==> src/rtl/deserializer.sv <==
// MSB-first serial-to-parallel receiver: rebuilds a word of 1..DATA_W bits plus its length.
// Optional DESER_MIN_LEN_EN discards frames shorter than MIN_LEN and pulses drop_o instead.
module deserializer #(
  parameter int DATA_W  = 16,
  parameter int MOD_W   = 5,
  parameter int MIN_LEN = 3
) (
  input  logic              clk_i,
  input  logic              rst_i,
  input  logic              ser_data_i,
  input  logic              ser_data_val_i,
  output logic [DATA_W-1:0] data_o,
  output logic [MOD_W-1:0]  data_mod_o,
  output logic              data_val_o,
  output logic              busy_o,
  output logic              drop_o
);

  typedef enum logic {IDLE, SHIFT} state_t;

  localparam logic [DATA_W-1:0] TopBit  = {1'b1, {(DATA_W-1){1'b0}}};
  localparam logic [MOD_W-1:0]  FullCnt = MOD_W'(DATA_W);
  localparam logic [MOD_W-1:0]  OneCnt  = MOD_W'(1);

  if (MOD_W != $clog2(DATA_W + 1) || MIN_LEN < 1 || MIN_LEN > DATA_W) begin : g_param_err
    $error("deserializer: inconsistent DATA_W/MOD_W/MIN_LEN");
  end

  state_t              state_q, state_d;
  logic [MOD_W-1:0]    cnt_q, cnt_d;
  logic [DATA_W-1:0]   shift_q, shift_d;
  logic [DATA_W-1:0]   data_q, data_d;
  logic [MOD_W-1:0]    mod_q, mod_d;
  logic                val_q, val_d;
  logic                drop_q, drop_d;

  logic [DATA_W-1:0]   base_shift, ins_shift, close_shift;
  logic [MOD_W-1:0]    base_cnt, ins_cnt, close_cnt;
  logic                close;

  always_comb begin
    state_d     = state_q;
    cnt_d       = cnt_q;
    shift_d     = shift_q;
    data_d      = data_q;
    mod_d       = mod_q;
    val_d       = 1'b0;
    drop_d      = 1'b0;
    close       = 1'b0;
    close_shift = shift_q;
    close_cnt   = cnt_q;

    // A new frame starts from a cleared register, so OR-ing the bit in is enough.
    base_shift = (state_q == SHIFT) ? shift_q : '0;
    base_cnt   = (state_q == SHIFT) ? cnt_q   : '0;
    ins_shift  = base_shift | ((ser_data_i ? TopBit : '0) >> base_cnt);
    ins_cnt    = base_cnt + OneCnt;

    if (ser_data_val_i) begin
      shift_d = ins_shift;
      cnt_d   = ins_cnt;
      state_d = SHIFT;
      if (ins_cnt == FullCnt) begin
        close       = 1'b1;
        close_shift = ins_shift;
        close_cnt   = ins_cnt;
        cnt_d       = '0;
        state_d     = IDLE;
      end
    end else if (state_q == SHIFT) begin
      close   = 1'b1;
      cnt_d   = '0;
      state_d = IDLE;
    end

    if (close) begin
`ifdef DESER_MIN_LEN_EN
      if (close_cnt < MOD_W'(MIN_LEN)) begin
        drop_d = 1'b1;
      end else begin
        data_d = close_shift;
        mod_d  = close_cnt;
        val_d  = 1'b1;
      end
`else
      data_d = close_shift;
      mod_d  = close_cnt;
      val_d  = 1'b1;
`endif
    end
  end

  always_ff @(posedge clk_i or negedge rst_i) begin
    if (!rst_i) begin
      state_q <= IDLE;
      cnt_q   <= '0;
      shift_q <= '0;
      data_q  <= '0;
      mod_q   <= '0;
      val_q   <= 1'b0;
      drop_q  <= 1'b0;
    end else begin
      state_q <= state_d;
      cnt_q   <= cnt_d;
      shift_q <= shift_d;
      data_q  <= data_d;
      mod_q   <= mod_d;
      val_q   <= val_d;
      drop_q  <= drop_d;
    end
  end

  assign data_o     = data_q;
  assign data_mod_o = mod_q;
  assign data_val_o = val_q;
  assign busy_o     = (state_q == SHIFT);
`ifdef DESER_MIN_LEN_EN
  assign drop_o     = drop_q;
`else
  assign drop_o     = 1'b0;
`endif

endmodule

==> config.mk <==
export PLATFORM = sky130hd
export DESIGN_NAME = deserializer
export DESIGN_NICKNAME = d
export VERILOG_FILES = /design/src/rtl/deserializer.sv
export SDC_FILE = /design/constraint.sdc
export NUM_CORES = 1
export LEC_CHECK = 0
export ABC_CLOCK_PERIOD_IN_PS = 1500
export CAP_MARGIN = 20
export CORE_MARGIN = 10
export CORE_UTILIZATION = 47
export DETAILED_ROUTE_END_ITERATION = 16
export HOLD_SLACK_MARGIN = 0.1
export PLACE_DENSITY = 0.83
export SYNTH_ARGS = -nofsm -noshare
export SYNTH_HDL_FRONTEND = slang
export SYNTH_SLANG_ARGS = --single-unit
export TNS_END_PERCENT = 50
==> constraint.sdc <==
create_clock -name clk_i -period 1.5 [get_ports clk_i]
set_clock_uncertainty 0.05 [all_clocks]
set_input_delay 0.225 -clock clk_i [delete_from_list [all_inputs] [get_ports clk_i]]
set_output_delay 0.225 -clock clk_i [all_outputs]
set_load 0.05 [all_outputs]
=== Yosys cells after proc, flatten, opt, wreduce, memory -nomap -nowiden ===
Cells that the tools add are included.

* Register bits: 44
* Input bits: 4
* Output and inout bits: 24
* Logic and storage cells: 27

* Add/subtract/negate cells: 1
* Eq/ne operators: 1
* Shift operators: 1
* Multiplexer cells: 16
* Bitwise operators: 1
* Reduce and logical (&&, ||, !) cells: 1

{| class="wikitable"
|+ Operator list
! cell !! number
|-
| two-way mux 16 bit || 4
|-
| two-way mux 5 bit || 6
|-
| OR 16 bit || 1
|-
| >> shifter 16 x 5 -> 16 bit || 1
|-
| two-way mux 1 bit || 6
|-
| adder 5 x 1 -> 5 bit (second input constant) || 1
|-
| == test 5 bit (second input constant) || 1
|-
| nonzero test 2 bit || 1
|}

=== Depth between registers and ports, before layout ===
Gate-level depths: netlist of run 1.

* Word-level depth: 6
* Gate-level depth with buffers: 7
* Mapped depth without buffers: 4

=== Worst setup path after synthesis of run 1 ===
OpenSTA, ideal clock, no wires.

* Kind: register -> register
* Start point: reg state_q, in the netlist busy_o
* End point: reg data_q[10], in the netlist data_o[10]
* Library setup time: 0.125 ns
* Data arrival time: 1.723 ns
* Data required time: 1.325 ns
* Path slack: -0.398 ns
* Cell stages (with the launch flop): 7
* Clock period less this slack: 1.898 ns
* Cell sequence: dfrtp_1 -> buf_4 -> nand3_1 -> o31a_1 -> buf_6 -> buf_12 -> mux2_4

* Word-level cells in the longest chain between the ends: 5
* Elaborated cells between the ends (all ways): 11

{| class="wikitable"
|+ Ends and longest elaborated chain
! item !! RTL line !! RTL
|-
| from (decl) || 29 || <nowiki>state_t state_q, state_d;</nowiki>
|-
| from (signal assigned) || 103 || <nowiki>state_q <= state_d;</nowiki>
|-
| two-way mux 5 bit || 55 || <nowiki>base_cnt = (state_q == SHIFT) ? cnt_q : '0;</nowiki>
|-
| adder 5 x 1 -> 5 bit or >> shifter 16 x 5 -> 16 bit (tied branches) || 57, 56 ||
|-
| == test 5 bit or OR 16 bit (tied branches) || 63, 56 ||
|-
| two-way mux 16 bit or two-way mux 1 bit (tied branches) || 63 || <nowiki>if (ins_cnt == FullCnt) begin</nowiki>
|-
| two-way mux 16 bit or two-way mux 1 bit (tied branches) || 59 || <nowiki>if (ser_data_val_i) begin</nowiki>
|-
| to (signal assigned) || 106 || <nowiki>data_q <= data_d;</nowiki>
|-
| to (decl) || 32 || <nowiki>logic [DATA_W-1:0] data_q, data_d;</nowiki>
|}

Several ways; a longest one is shown, not always the timed one.
A chain may end at the register's enable or synchronous reset.

=== Final worst setup path of run 1 ===
* Start point: reg cnt_q[4]
* End point: reg shift_q[2]

* Word-level cells in the longest chain between the ends: 3

{| class="wikitable"
|+ Ends and longest elaborated chain
! item !! RTL line !! RTL
|-
| from (decl) || 30 || <nowiki>logic [MOD_W-1:0] cnt_q, cnt_d;</nowiki>
|-
| from (signal assigned) || 104 || <nowiki>cnt_q <= cnt_d;</nowiki>
|-
| two-way mux 5 bit || 55 ||
|-
| >> shifter 16 x 5 -> 16 bit || 56 || <nowiki>ins_shift = base_shift | ((ser_data_i ? TopBit : '0) >> base_cnt);</nowiki>
|-
| OR 16 bit || 56 ||
|-
| to (signal assigned) || 105 || <nowiki>shift_q <= shift_d;</nowiki>
|-
| to (decl) || 31 || <nowiki>logic [DATA_W-1:0] shift_q, shift_d;</nowiki>
|}

No other way between the ends.

==> results of run 1 <==
[synth_stat cells, drive strengths merged]
| cell type | n |
|---|---|
| or3 | 1 |
| o31ai | 2 |
| mux2 | 12 |
| a22o | 3 |
| nand3b | 1 |
| inv | 4 |
| dfrtp | 44 |
| nor2 | 17 |
| nand2b | 1 |
| o21ai | 7 |
| buf | 8 |
| o21a | 1 |
| xor2 | 2 |
| a22oi | 1 |
| nand2 | 20 |
| conb | 1 |
| nor3b | 1 |
| nor2b | 2 |
| a31oi | 3 |
| a32o | 1 |
| a21oi | 10 |
| nor3 | 3 |
| nand3 | 6 |
| mux2i | 1 |
| a2bb2oi | 1 |
| o31a | 1 |
| nor4b | 1 |
| a41oi | 2 |
| clkbuf | 2 |
| xnor2 | 1 |
[cells by family (layout without fill, tap and decap cells)]
family / after synthesis / in the layout
simple gates: 53 / 53
mux: 13 / 13
buf+inv: 14 / 63
compound gates: 32 / 32
xor+xnor: 3 / 3
flops: 44 / 44
other cells: 1 / 1
[state kept, by name, indices dropped and copies added, names as in the netlist]
signal / cells
shift_q: 16
data_o: 16
busy_o: 1
data_mod_o: 5
cnt_q: 5
data_val_o: 1
[placed cells by master (no fill, tap or decap), types with 2 or more instances in the layout]
master	count
sky130_fd_sc_hd__dfrtp_1	43
sky130_fd_sc_hd__buf_12	25
sky130_fd_sc_hd__buf_4	23
sky130_fd_sc_hd__nand2_1	19
sky130_fd_sc_hd__nor2_1	15
sky130_fd_sc_hd__a21oi_1	9
sky130_fd_sc_hd__mux2_2	8
sky130_fd_sc_hd__nand3_1	5
sky130_fd_sc_hd__o21ai_0	5
sky130_fd_sc_hd__clkbuf_8	5
sky130_fd_sc_hd__inv_1	4
sky130_fd_sc_hd__mux2_4	4
sky130_fd_sc_hd__a22o_1	3
sky130_fd_sc_hd__a31oi_1	3
sky130_fd_sc_hd__nor3_1	2
sky130_fd_sc_hd__nor2b_1	2
sky130_fd_sc_hd__o31ai_2	2
sky130_fd_sc_hd__o21ai_1	2
sky130_fd_sc_hd__nor2_2	2
sky130_fd_sc_hd__xor2_1	2
sky130_fd_sc_hd__a41oi_1	2
sky130_fd_sc_hd__clkdlybuf4s50_1	2
[per-stage QoR]
| step | setup slack [ps] | utilization [%] | power, mW |
|---|---|---|---|
| 2_1_floorplan | -210 | - | 1.53 |
| 3_3_place_gp | -187 | 67.3 | 1.74 |
| 3_5_place_dp | -272 | 67.3 | 1.75 |
| 4_1_cts | 3.87 | 69.9 | 2.44 |
| 5_1_grt | -91.3 | 71.0 | 2.53 |
| 6_report | -63.8 | 71.0 | 2.44 |
[repair_timing]
item | in CTS | in global routing
buffers inserted | 0 | 2
endpoints found under the hold margin | 16 | 0
endpoints found under the setup margin | 4 | 17
hold buffers | 1 | 0
resized for setup | 2 | 6
pin swaps | 0 | 2
[per-layer routing]
layer  part of all wire [%]  track usage, %
met2                     52            24.6
met5                      0               0
met3                    6.2            3.89
met1                     40            15.7
met4                    2.0            6.02
[critical path: cells and delay by family (launching register included)]
family          cells  cell delay (ps)
simple gates        3              740
flops               1              430
buf+inv             1              190
compound gates      1               80
[worst paths after layout]
kind / endpoint / depth (start not counted) / slack (ps) / start
hold reg to reg: shift_q[1]$_DFFE_PN0P_ / 1 / 440 / shift_q[1]$_DFFE_PN0P_
setup / recovery: shift_q[2]$_DFFE_PN0P_ / 5 / -60 / cnt_q[4]$_DFFE_PN0P_
setup reg to reg: shift_q[2]$_DFFE_PN0P_ / 5 / -60 / cnt_q[4]$_DFFE_PN0P_
hold / removal: shift_q[3]$_DFFE_PN0P_ / 2 / 330 / rst_i
min in group clk_i: shift_q[1]$_DFFE_PN0P_ / 1 / 440 / shift_q[1]$_DFFE_PN0P_
max in group asynchronous: busy_o$_DFF_PN0_ / 3 / 590 / rst_i
[area by class of cell]
type	instances	area, sq um
clock buffers	5	68.8
clock inverters	2	12.5
fillers	237	1080
inverters	4	15.0
multi-input cells	102	671
flip-flops and latches	44	1100
well taps	48	60.1
repair buffers	52	708
[power groups by stage]
| stage | Clock, mW | Combinational [mW] | Sequential, mW |
|---|---|---|---|
| floorplan | 0 | 0.148 | 1.38 |
| global placement | 0 | 0.438 | 1.30 |
| detailed placement | 0 | 0.447 | 1.30 |
| CTS | 0.709 | 0.452 | 1.28 |
| global route | 0.760 | 0.489 | 1.28 |
| finish | 0.701 | 0.460 | 1.28 |
==> flow_summary.json, run 1 <==
{
  "min_path_type": "input port to async pin",
  "intPower_mw": 1.75,
  "netSwitchingFraction_pct": 28.2,
  "cts_tree": "yes",
  "arrival_ps": 1750,
  "setup_viol": 11,
  "drv_cap": 0,
  "rsz0062_at_grt": "yes",
  "remaining_drc_errors": 0,
  "grt_start_max_net_pins": 29,
  "switching_power_mw": 0.687,
  "seq_power_share_pct": 52.4,
  "crit_slowest_cell": "sky130_fd_sc_hd__dfrtp_1",
  "syn-num-nets": 164,
  "synth_compound_area_share_pct": 11.1,
  "clock_power_share_pct": 28.7,
  "synth_top_cell_area_share_pct": 59.8,
  "timing.final.crit_share_pct": 104,
  "htreeDepth": 2,
  "via_count": 1417,
  "drt_iter0_drc": 193,
  "io-pin-count": 28,
  "synth.top_cells.by_area": "sky130_fd_sc_hd__dfrtp_1 60%, sky130_fd_sc_hd__mux2_2 4.9%, sky130_fd_sc_hd__nand2_1 3.9%",
  "yosys-mux-area-fraction_pct": 8.70,
  "outcome": "complete, but fails checks",
  "dp.final_hpwl_mm": 3.27,
  "start_util_pct": 49.5,
  "placedCellCount": 247,
  "report.final.slew_viol_count": 0,
  "die_w_microns": 82.6,
  "syn-instance-count": 160,
  "synth-adder-area-share_pct": 0,
  "routabilityCongestion": 0.827,
  "cts_num_sinks": 44,
  "wire_length_of_the_first_global_routing_pass_mm": 7.20,
  "finalSetupTns_ps": -321,
  "vias_per_cell": 5.51,
  "antenna_found_initial": 0,
  "portBuffers": 26,
  "post_drt_wl_per_cell_microns": 17.9,
  "clock_tree.buffer_depth": 2,
  "grt_pass1_vias": 1469,
  "postRouteWirelength_mm": 4.59,
  "core_sq_um": 3720,
  "yosys.area_share.simple_pct": 13.1,
  "syn_area_sq_um": 1840,
  "floorplan_die_height_microns": 82.6,
  "synth.avg_cell_area_sq_um": 11.5,
  "clock_insertion_delay_worst_skew_ps": 300,
  "holdWs_ps": 328,
  "layout.cells.non_filler": 257,
  "num-nets-final": 213,
  "comb_power_share_pct": 18.9,
  "ir_worst_vdd_uv": 687,
  "ys_warn_count": 0,
  "power_leakage_nw": 1.27,
  "power_density_nw_per_um2": 925,
  "critPathCaptureType": "flop",
  "synth_largest_area_cell": "sky130_fd_sc_hd__dfrtp_1",
  "num_rows": 22,
  "placed_area_sq_um": 2500,
  "ant_nets": 0,
  "syn_to_final_growth_pct": 43.3,
  "fp.dieArea_sq_um": 6820,
  "synth-xor-area-share_pct": 1.43,
  "synth_top_family_by_area": "simple AND/OR/NAND/NOR gates",
  "drtPass1Iterations": 4,
  "synth_cell_type_count": 35,
  "start_kind": "flop",
  "worstSetupPathType": "flop to flop",
  "root_driver": "sky130_fd_sc_hd__clkbuf_8",
  "timing.critical_path.slowest_cell_delay_ps": 430,
  "cts_buffers": 5,
  "post-route-cell-area_sq_um": 2640,
  "critical_path_required_ps": 1680,
  "layout-drive-gt1-share_pct": 37.8,
  "worst_setup_hold_path_clk_slew_ps": 80,
  "timing.critical_path.fanout_max": 5,
  "grt-ovfl-total": 0,
  "synth_seq_cells": 44,
  "setup_slack_ps": -63.8,
  "finalHoldViolations": 0,
  "antenna_cells_inserted": 0,
  "fmax_mhz": 639,
  "gr-usage-all-layers_pct": 14.1,
  "timing.final.crit_period_ps": 1560,
  "ordered_list_of_cells_on_the_worst_path": "nand3b_1 > nor3b_2 > buf_4 > a31oi_1 > nor2_1",
  "synth_sequential_area_ratio_pct": 59.8,
  "violations_in_the_final_reports": "negative setup slack"
}
(Power assumes the default switching activity.)
==> inputs of run 2 (changes only) <==
--- a/config.mk
+++ b/config.mk
@@ -11,7 +11,7 @@
 export CORE_UTILIZATION = 47
 export DETAILED_ROUTE_END_ITERATION = 16
 export HOLD_SLACK_MARGIN = 0.1
-export PLACE_DENSITY = 0.83
+export PLACE_DENSITY = 0.74
 export SYNTH_ARGS = -nofsm -noshare
 export SYNTH_HDL_FRONTEND = slang
 export SYNTH_SLANG_ARGS = --single-unit
==> flow_summary.json, run 2 (synthesis gave the netlist of run 1 again) <==
{
  "portBuffers": 26,
  "switching_power_mw": 0.731,
  "antenna_cells_inserted": 0,
  "timing.final.crit_share_pct": 107,
  "grt-ovfl-total": 0,
  "core_sq_um": 3720,
  "setup_slack_ps": -104,
  "drtPass1Iterations": 5,
  "setup_viol": 1,
  "netSwitchingFraction_pct": 27.4,
  "slew_headroom_pct": 65.1,
  "worst_setup_hold_path_clk_slew_ps": 90,
  "critPathCaptureType": "flop",
  "clock_tree.buffer_depth": 2,
  "start_kind": "flop",
  "grt_pass1_vias": 1512,
  "ir_worst_vdd_uv": 626,
  "wire_length_of_the_first_global_routing_pass_mm": 7.53,
  "cts_tree": "yes",
  "placedCellCount": 246,
  "routabilityCongestion": 0.823,
  "num_rows": 22,
  "layout.cells.most_common": "sky130_fd_sc_hd__dfrtp_1",
  "timing.final.crit_period_ps": 1600,
  "root_driver": "sky130_fd_sc_hd__clkbuf_8",
  "ant_nets": 0,
  "outcome": "complete, but fails checks",
  "arrival_ps": 1740,
  "ff2ff_setup_slack_ps": -100,
  "finalSetupTns_ps": -104,
  "remaining_drc_errors": 0,
  "cts_buffers": 5,
  "clock_power_share_pct": 34.7,
  "min_path_type": "input port to async pin",
  "report.final.slew_viol_count": 0,
  "p_total_mw": 2.67,
  "via_count": 1429,
  "num-nets-final": 211,
  "worstSetupPathType": "flop to flop",
  "syn_to_final_growth_pct": 43.6,
  "grt_start_max_net_pins": 26,
  "clock_insertion_delay_worst_skew_ps": 300,
  "layout.cells.non_filler": 256,
  "gr-usage-all-layers_pct": 14.4,
  "fp.dieArea_sq_um": 6820,
  "post_drt_wl_per_cell_microns": 18.2,
  "comb_power_share_pct": 17.4,
  "io-pin-count": 28,
  "intPower_mw": 1.94,
  "die_w_microns": 82.6,
  "seq_power_share_pct": 47.9,
  "drt_iter0_drc": 137,
  "r2r-end": "data_o[11]$_DFFE_PN0P_",
  "cts_num_sinks": 44,
  "floorplan_die_height_microns": 82.6,
  "rsz0062_at_grt": "yes",
  "layout-drive-gt1-share_pct": 36.5,
  "start_util_pct": 49.5,
  "critical_path_required_ps": 1630,
  "worstRegToRegCells": 4,
  "drv_cap": 0,
  "final_cell_mix": "43 x sky130_fd_sc_hd__dfrtp_1, 24 x sky130_fd_sc_hd__buf_12, 22 x sky130_fd_sc_hd__buf_4",
  "slew_at_the_pin_closest_to_its_max_slew_limit_ps": 524,
  "power_density_nw_per_um2": 1010,
  "dp.final_hpwl_mm": 3.09,
  "power_leakage_nw": 1.27,
  "vias_per_cell": 5.58,
  "antenna_found_initial": 0,
  "violations_in_the_final_reports": "negative setup slack",
  "timing.critical_path.fanout_max": 5,
  "r2r_start": "cnt_q[4]$_DFFE_PN0P_",
  "postRouteWirelength_mm": 4.66,
  "htreeDepth": 2,
  "finalHoldViolations": 0,
  "fmax_mhz": 624
}
==> run 2: cell types whose count changed in the layout (fill, tap and decap cells not counted), sizes merged <==
| cell | delta |
|---|---|
| buf | -2 |
| clkinv | -1 |
| inv | +1 |
| bufinv | +1 |
==> run 2: area by class of cell <==
type / count / area, sq um
timing repair buffer: 50 / 681
multi-input combinational: 102 / 671
sequential: 44 / 1100
clock inverter: 3 / 46.3
clock buffer: 5 / 68.8
tap: 48 / 60.1
inverter: 4 / 15.0
fill: 246 / 1070
==> run 2: how the worst max path moves through the flow <==
stage / start / endpoint / slack, ps
after CTS: cnt_q[4]$_DFFE_PN0P_ / data_o[6]$_DFFE_PN0P_ / -10
final: cnt_q[4]$_DFFE_PN0P_ / data_o[11]$_DFFE_PN0P_ / -100
after floorplan: busy_o$_DFF_PN0_ / data_o[10]$_DFFE_PN0P_ / -210
after global placement: ser_data_val_i / data_o[4]$_DFFE_PN0P_ / -240
after detailed placement: ser_data_val_i / data_o[2]$_DFFE_PN0P_ / -280
after global routing: cnt_q[4]$_DFFE_PN0P_ / data_o[11]$_DFFE_PN0P_ / -140
==> run 2: through the flow <==
stage / worst slack, ps / hold slack [ps] / util [%] / area (sq um)
2_1_floorplan: -210 / -121 / - / 1850
3_3_place_gp: -240 / 146 / 66.8 / 2480
3_5_place_dp: -278 / 174 / 66.8 / 2480
4_1_cts: -10.1 / 394 / 70.2 / 2610
5_1_grt: -141 / 411 / 71.1 / 2640
6_report: -104 / 379 / 71.1 / 2640
==> run 2: layer usage <==
layer / GRT usage (%) / up-vias / wire length, microns
met2: 24.1 / 63 / 2360
met3: 4.21 / 14 / 331
met5: 0 / - / 0
met4: 7.53 / 0 / 138
met1: 16.4 / 706 / 1830
li1: - / 646 / -
==> run 2: power by group through the flow <==
stage | logic (mW) | clock network, mW | registers (mW)
global placement | 0.436 | 0 | 1.30
detailed placement | 0.450 | 0 | 1.30
floorplan | 0.148 | 0 | 1.38
CTS | 0.457 | 0.933 | 1.28
finish | 0.463 | 0.926 | 1.28
global route | 0.490 | 0.998 | 1.28
==> run 2: critical path: stages (launching register included) <==
cell                       delay (ps)
sky130_fd_sc_hd__dfrtp_1          430
sky130_fd_sc_hd__nand3b_1         310
sky130_fd_sc_hd__nor3_2           230
sky130_fd_sc_hd__a21oi_1          140
sky130_fd_sc_hd__o31ai_1          330
==> run 2: what timing repair did <==
action | in CTS | in global routing
endpoints found under the hold margin | 19 | 0
setup buffers | 0 | 1
endpoints found under the setup margin | 2 | 16
pin swaps | 0 | 1
resized for setup | 1 | 6
hold buffers | 1 | 0
==> edit 1 (settings of run 1) <==
The option `DESER_MIN_LEN_EN` is turned on by a define.
--- a/src/rtl/deserializer.sv
+++ b/src/rtl/deserializer.sv
@@ -1,5 +1,7 @@
 // MSB-first serial-to-parallel receiver: rebuilds a word of 1..DATA_W bits plus its length.
 // Optional DESER_MIN_LEN_EN discards frames shorter than MIN_LEN and pulses drop_o instead.
+`define DESER_MIN_LEN_EN
+
 module deserializer #(
   parameter int DATA_W  = 16,
   parameter int MOD_W   = 5,
Formal check against the unedited RTL: not equivalent (a bounded check fails within 4 cycles, from zero or initial values and one cycle with rst_i low).
==> edit 1 against run 1 <==
The flow still finishes with violations (negative setup slack). First-iteration DRC count fell by 35%. Setup slack got worse by 0.33 ns. Core utilization fell by 1.2 points. Critical path type unchanged. Die area rose by 11%. Synthesized area rose by 14%. Cell area rose by 15%. Wire length rose by 5.8%. Via count rose by 14%. Count of clock-buffer cells in the layout rose by 1. Sequential cell count rose by 1. Highest routed layer unchanged.
Power is not compared: it rests on default switching activity, and its combinational part moved more than twofold at a synthesized area within 25%.
==> edit 1: results (changes against run 1) <==
| Metric | Value |
|---|---|
| Outcome | finished, violations left (unchanged) |
| Violated checks | negative setup slack (unchanged) |
| Minimum setup slack in the final design | -0.390 ns (was -0.0638 ns) |
| Cells on worst reg2reg path | 6 (was 5) |
| Non-clock buffer share of cell area | 26.4% (was 26.9%) |
| Number of setup violations in the final report | 24 (was 11) |
| Placed Instance Area | 2890 sq um (was 2500 sq um) |
| Setup WS pre-CTS | -0.448 ns (was -0.272 ns) |
| DR WL/cell | 16.5 microns (was 17.9 microns) |
| GPL Wtd Cong | 0.959 (was 0.827) |
| Met1 capacity usage during global routing | 15.8% (was 15.7%) |
| Startpoint of the most critical register-to-register path | cnt_q[0] (was cnt_q[4]) |
| Worst hold slack | 0.366 ns (was 0.328 ns) |
| DRC violation total after the first TritonRoute iteration | 126 (was 193) |
| Fraction of the core area covered by cells at the end of the flow | 69.8% (was 71.0%) |
| Fraction of layout instances using a drive strength above 1 | 43.0% (was 37.8%) |
| Critical Path AT | 2.03 ns (was 1.75 ns) |
| Number of multi-input combinational cells in the layout | 119 (was 102) |
| Clock buffer count | 6 (was 5) |
| Count of placed standard cells including taps | 284 (was 247) |
| Endpoint of the worst register-to-register path | data_o[10] (was shift_q[2]) |
| Post-synthesis share of cell area spent on full adders, half adders and majority gates | 0.596% (was 0%) |
| Met1 wire length | 2120 microns (was 1830 microns) |
| Routed length on met2 | 2380 microns (was 2390 microns) |
| Number of buffer cells added on primary ports | 27 (was 26) |
==> edit 1: cell count changes after synthesis, moves of 3 or more <==
cell | run 1 | this run
sky130_fd_sc_hd__nand2_1 | 19 | 16
sky130_fd_sc_hd__buf_2 | 0 | 3
sky130_fd_sc_hd__o21ai_0 | 7 | 11
sky130_fd_sc_hd__a22o_1 | 3 | 0
sky130_fd_sc_hd__mux2_4 | 4 | 16
sky130_fd_sc_hd__inv_1 | 4 | 8
sky130_fd_sc_hd__mux2_2 | 8 | 2
==> edit 1: tightest hold or removal path: stages <==
cell and delay [ns]:
sky130_fd_sc_hd__dlygate4sd3_1 0.51, sky130_fd_sc_hd__buf_2 0.12, sky130_fd_sc_hd__buf_12 0.23
==> edit 1: kinds of logic after synthesis <==
| family | after synthesis |
|---|---|
| XOR/XNOR | 1 |
| buffers and inverters | 20 |
| flip-flops | 45 |
| AND/OR/NAND/NOR | 53 |
| multiplexers | 21 |
| AO/OA/AOI/OAI | 43 |
| adder cells (fa/ha/maj) | 1 |
==> edit 2 (flow settings as in run 1) <==
Made on the original files. The output `data_val_o` loses its register stage (`val_q` becomes a continuous assignment).
--- a/src/rtl/deserializer.sv
+++ b/src/rtl/deserializer.sv
@@ -97,7 +97,6 @@
       shift_q <= '0;
       data_q  <= '0;
       mod_q   <= '0;
-      val_q   <= 1'b0;
       drop_q  <= 1'b0;
     end else begin
       state_q <= state_d;
@@ -105,10 +104,11 @@
       shift_q <= shift_d;
       data_q  <= data_d;
       mod_q   <= mod_d;
-      val_q   <= val_d;
       drop_q  <= drop_d;
     end
   end
+
+  assign val_q = val_d;
 
   assign data_o     = data_q;
   assign data_mod_o = mod_q;
Check against the original RTL: not equivalent (a bounded check fails within 4 cycles, from zero or initial values and one cycle with rst_i low).
==> edit 2 against run 1 <==
Sequential cell count is 1 lower. The run still ends with negative setup slack left. Final cell count is 5.4% higher. Wire length is 17% higher. Cell area is 6.8% higher. Power is 6.5% higher. Setup slack worse by 0.22 ns. Register-to-register slack worse by 0.20 ns. Combinational power is 16% higher. Synthesized area is 1.4% lower.
==> edit 2: results (changes against run 1) <==
| Metric | Value |
|---|---|
| Fin cells | 271 (was 257) |
| Vias per cell | 5.59 (was 5.51) |
| Peak supply drop | 0.644 mV (was 0.687 mV) |
| Top cell types by occurrence after synthesis | sky130_fd_sc_hd__dfrtp_1 (43), sky130_fd_sc_hd__nand2_1 (19), sky130_fd_sc_hd__nor2_1 (17) (was sky130_fd_sc_hd__dfrtp_1 (44), sky130_fd_sc_hd__nand2_1 (19), sky130_fd_sc_hd__nor2_1 (17)) |
| Maximum number of pins on one net before global-route repair | 28 (was 29) |
| FILL cells | 226 (was 237) |
| Minimum setup slack in the final design | -0.285 ns (was -0.0638 ns) |
| DRC violation total after the first TritonRoute iteration | 174 (was 193) |
| Static leakage power | 1.36 nW (was 1.27 nW) |
| Biggest area contributors in the synthesized netlist | sky130_fd_sc_hd__dfrtp_1 (59%), sky130_fd_sc_hd__mux2_2 (5.0%), sky130_fd_sc_hd__nand2_1 (3.9%) (was sky130_fd_sc_hd__dfrtp_1 (60%), sky130_fd_sc_hd__mux2_2 (4.9%), sky130_fd_sc_hd__nand2_1 (3.9%)) |
| DR WL/cell | 19.8 microns (was 17.9 microns) |
| Outcome | finished, violations left (unchanged) |
| Critical-path top delay cell | sky130_fd_sc_hd__clkdlybuf4s50_1 (was sky130_fd_sc_hd__dfrtp_1) |
| Fraction of layout instances using a drive strength above 1 | 44.8% (was 37.8%) |
| HPWL Detailed | 3300 microns (was 3270 microns) |
| Startpoint of the most critical register-to-register path | cnt_q[1] (was cnt_q[4]) |
| Number of setup violations in the final report | 19 (was 11) |
| Crit-path max FO | 3 (was 5) |
| Cells on worst reg2reg path | 8 (was 5) |
| Number of global-route vias before repair | 1595 (was 1469) |
| Violated checks | negative setup slack (unchanged) |
| Global-route wire length before repair | 7840 microns (was 7200 microns) |
| Critical Path AT | 1.51 ns (was 1.75 ns) |
| GPL Wtd Cong | 0.897 (was 0.827) |
| Final-stage net count | 226 (was 213) |
| Worst setup path endpoint | data_val_o (was shift_q[2]) |
| Peak per-stage delay on the critical path | 0.54 ns (was 0.43 ns) |
| Setup WS pre-CTS | -0.349 ns (was -0.272 ns) |
[edit 2: stage by stage]
| stage | setup TNS, ns | power [W] | area, sq um |
|---|---|---|---|
| finish | -3.53 | 0.00260 | 2820 |
| global route | -4.90 | 0.00269 | 2820 |
| CTS | -1.16 | 0.00255 | 2650 |
| global placement | -4.61 | 0.00171 | 2470 |
| detailed placement | -6.06 | 0.00172 | 2470 |
| floorplan | -3.33 | 0.00150 | 1830 |
[edit 2: power breakdown]
group          internal, W  switching [W]  leakage (nW)
clock network     0.000419       0.000394        0.0505
registers          0.00120      0.0000474         0.585
logic             0.000246       0.000288         0.720
total              0.00187       0.000730          1.35
[edit 2: cell type report]
type	instances	area, sq um	area share (%)
flip-flops and latches	43	1080	38.2
repair buffers	66	833	29.6
multi-input cells	102	722	25.6
clock buffers	7	96.3	3.42
well taps	48	60.1	2.13
inverters	4	21.3	0.755
clock inverters	1	7.51	0.266
[edit 2: metal layers]
metal	part of all wire [%]	vias to the layer above	GRT usage, %
met1	36	767	15.9
met4	2.4	0	3.57
met2	54	67	26.8
li1	-	668	-
met3	7.3	13	5.72
met5	0	-	0
[edit 2: worst min path at each step]
stage | startpoint | end | slack, ns | depth (start not counted)
2_1_floorplan | rst_i | busy_o | -0.12 | 0
3_3_place_gp | rst_i | data_o[13] | 0.11 | 1
3_5_place_dp | rst_i | shift_q[5] | 0.12 | 1
4_1_cts | rst_i | data_o[13] | 0.34 | 2
5_1_grt | rst_i | shift_q[14] | 0.37 | 2
6_report | rst_i | shift_q[5] | 0.34 | 2
[edit 2: cells by family after synthesis]
kind of cell,count (synthesis),synth area share [%]
flops,43,59.3
buf+inv,14,5.65
simple gates,53,13.3
mux,13,8.82
other cells,1,0.207
compound gates,32,11.3
xor+xnor,3,1.45
[edit 2: repair_timing]
action | 4_1_cts | 5_1_grt
pin swaps | 1 | 7
cloned | 0 | 0
hold endpoints to repair | 16 | 0
gates resized for setup | 10 | 22
hold buffers | 1 | 0
setup endpoints to repair | 15 | 33
setup buffers | 6 | 13
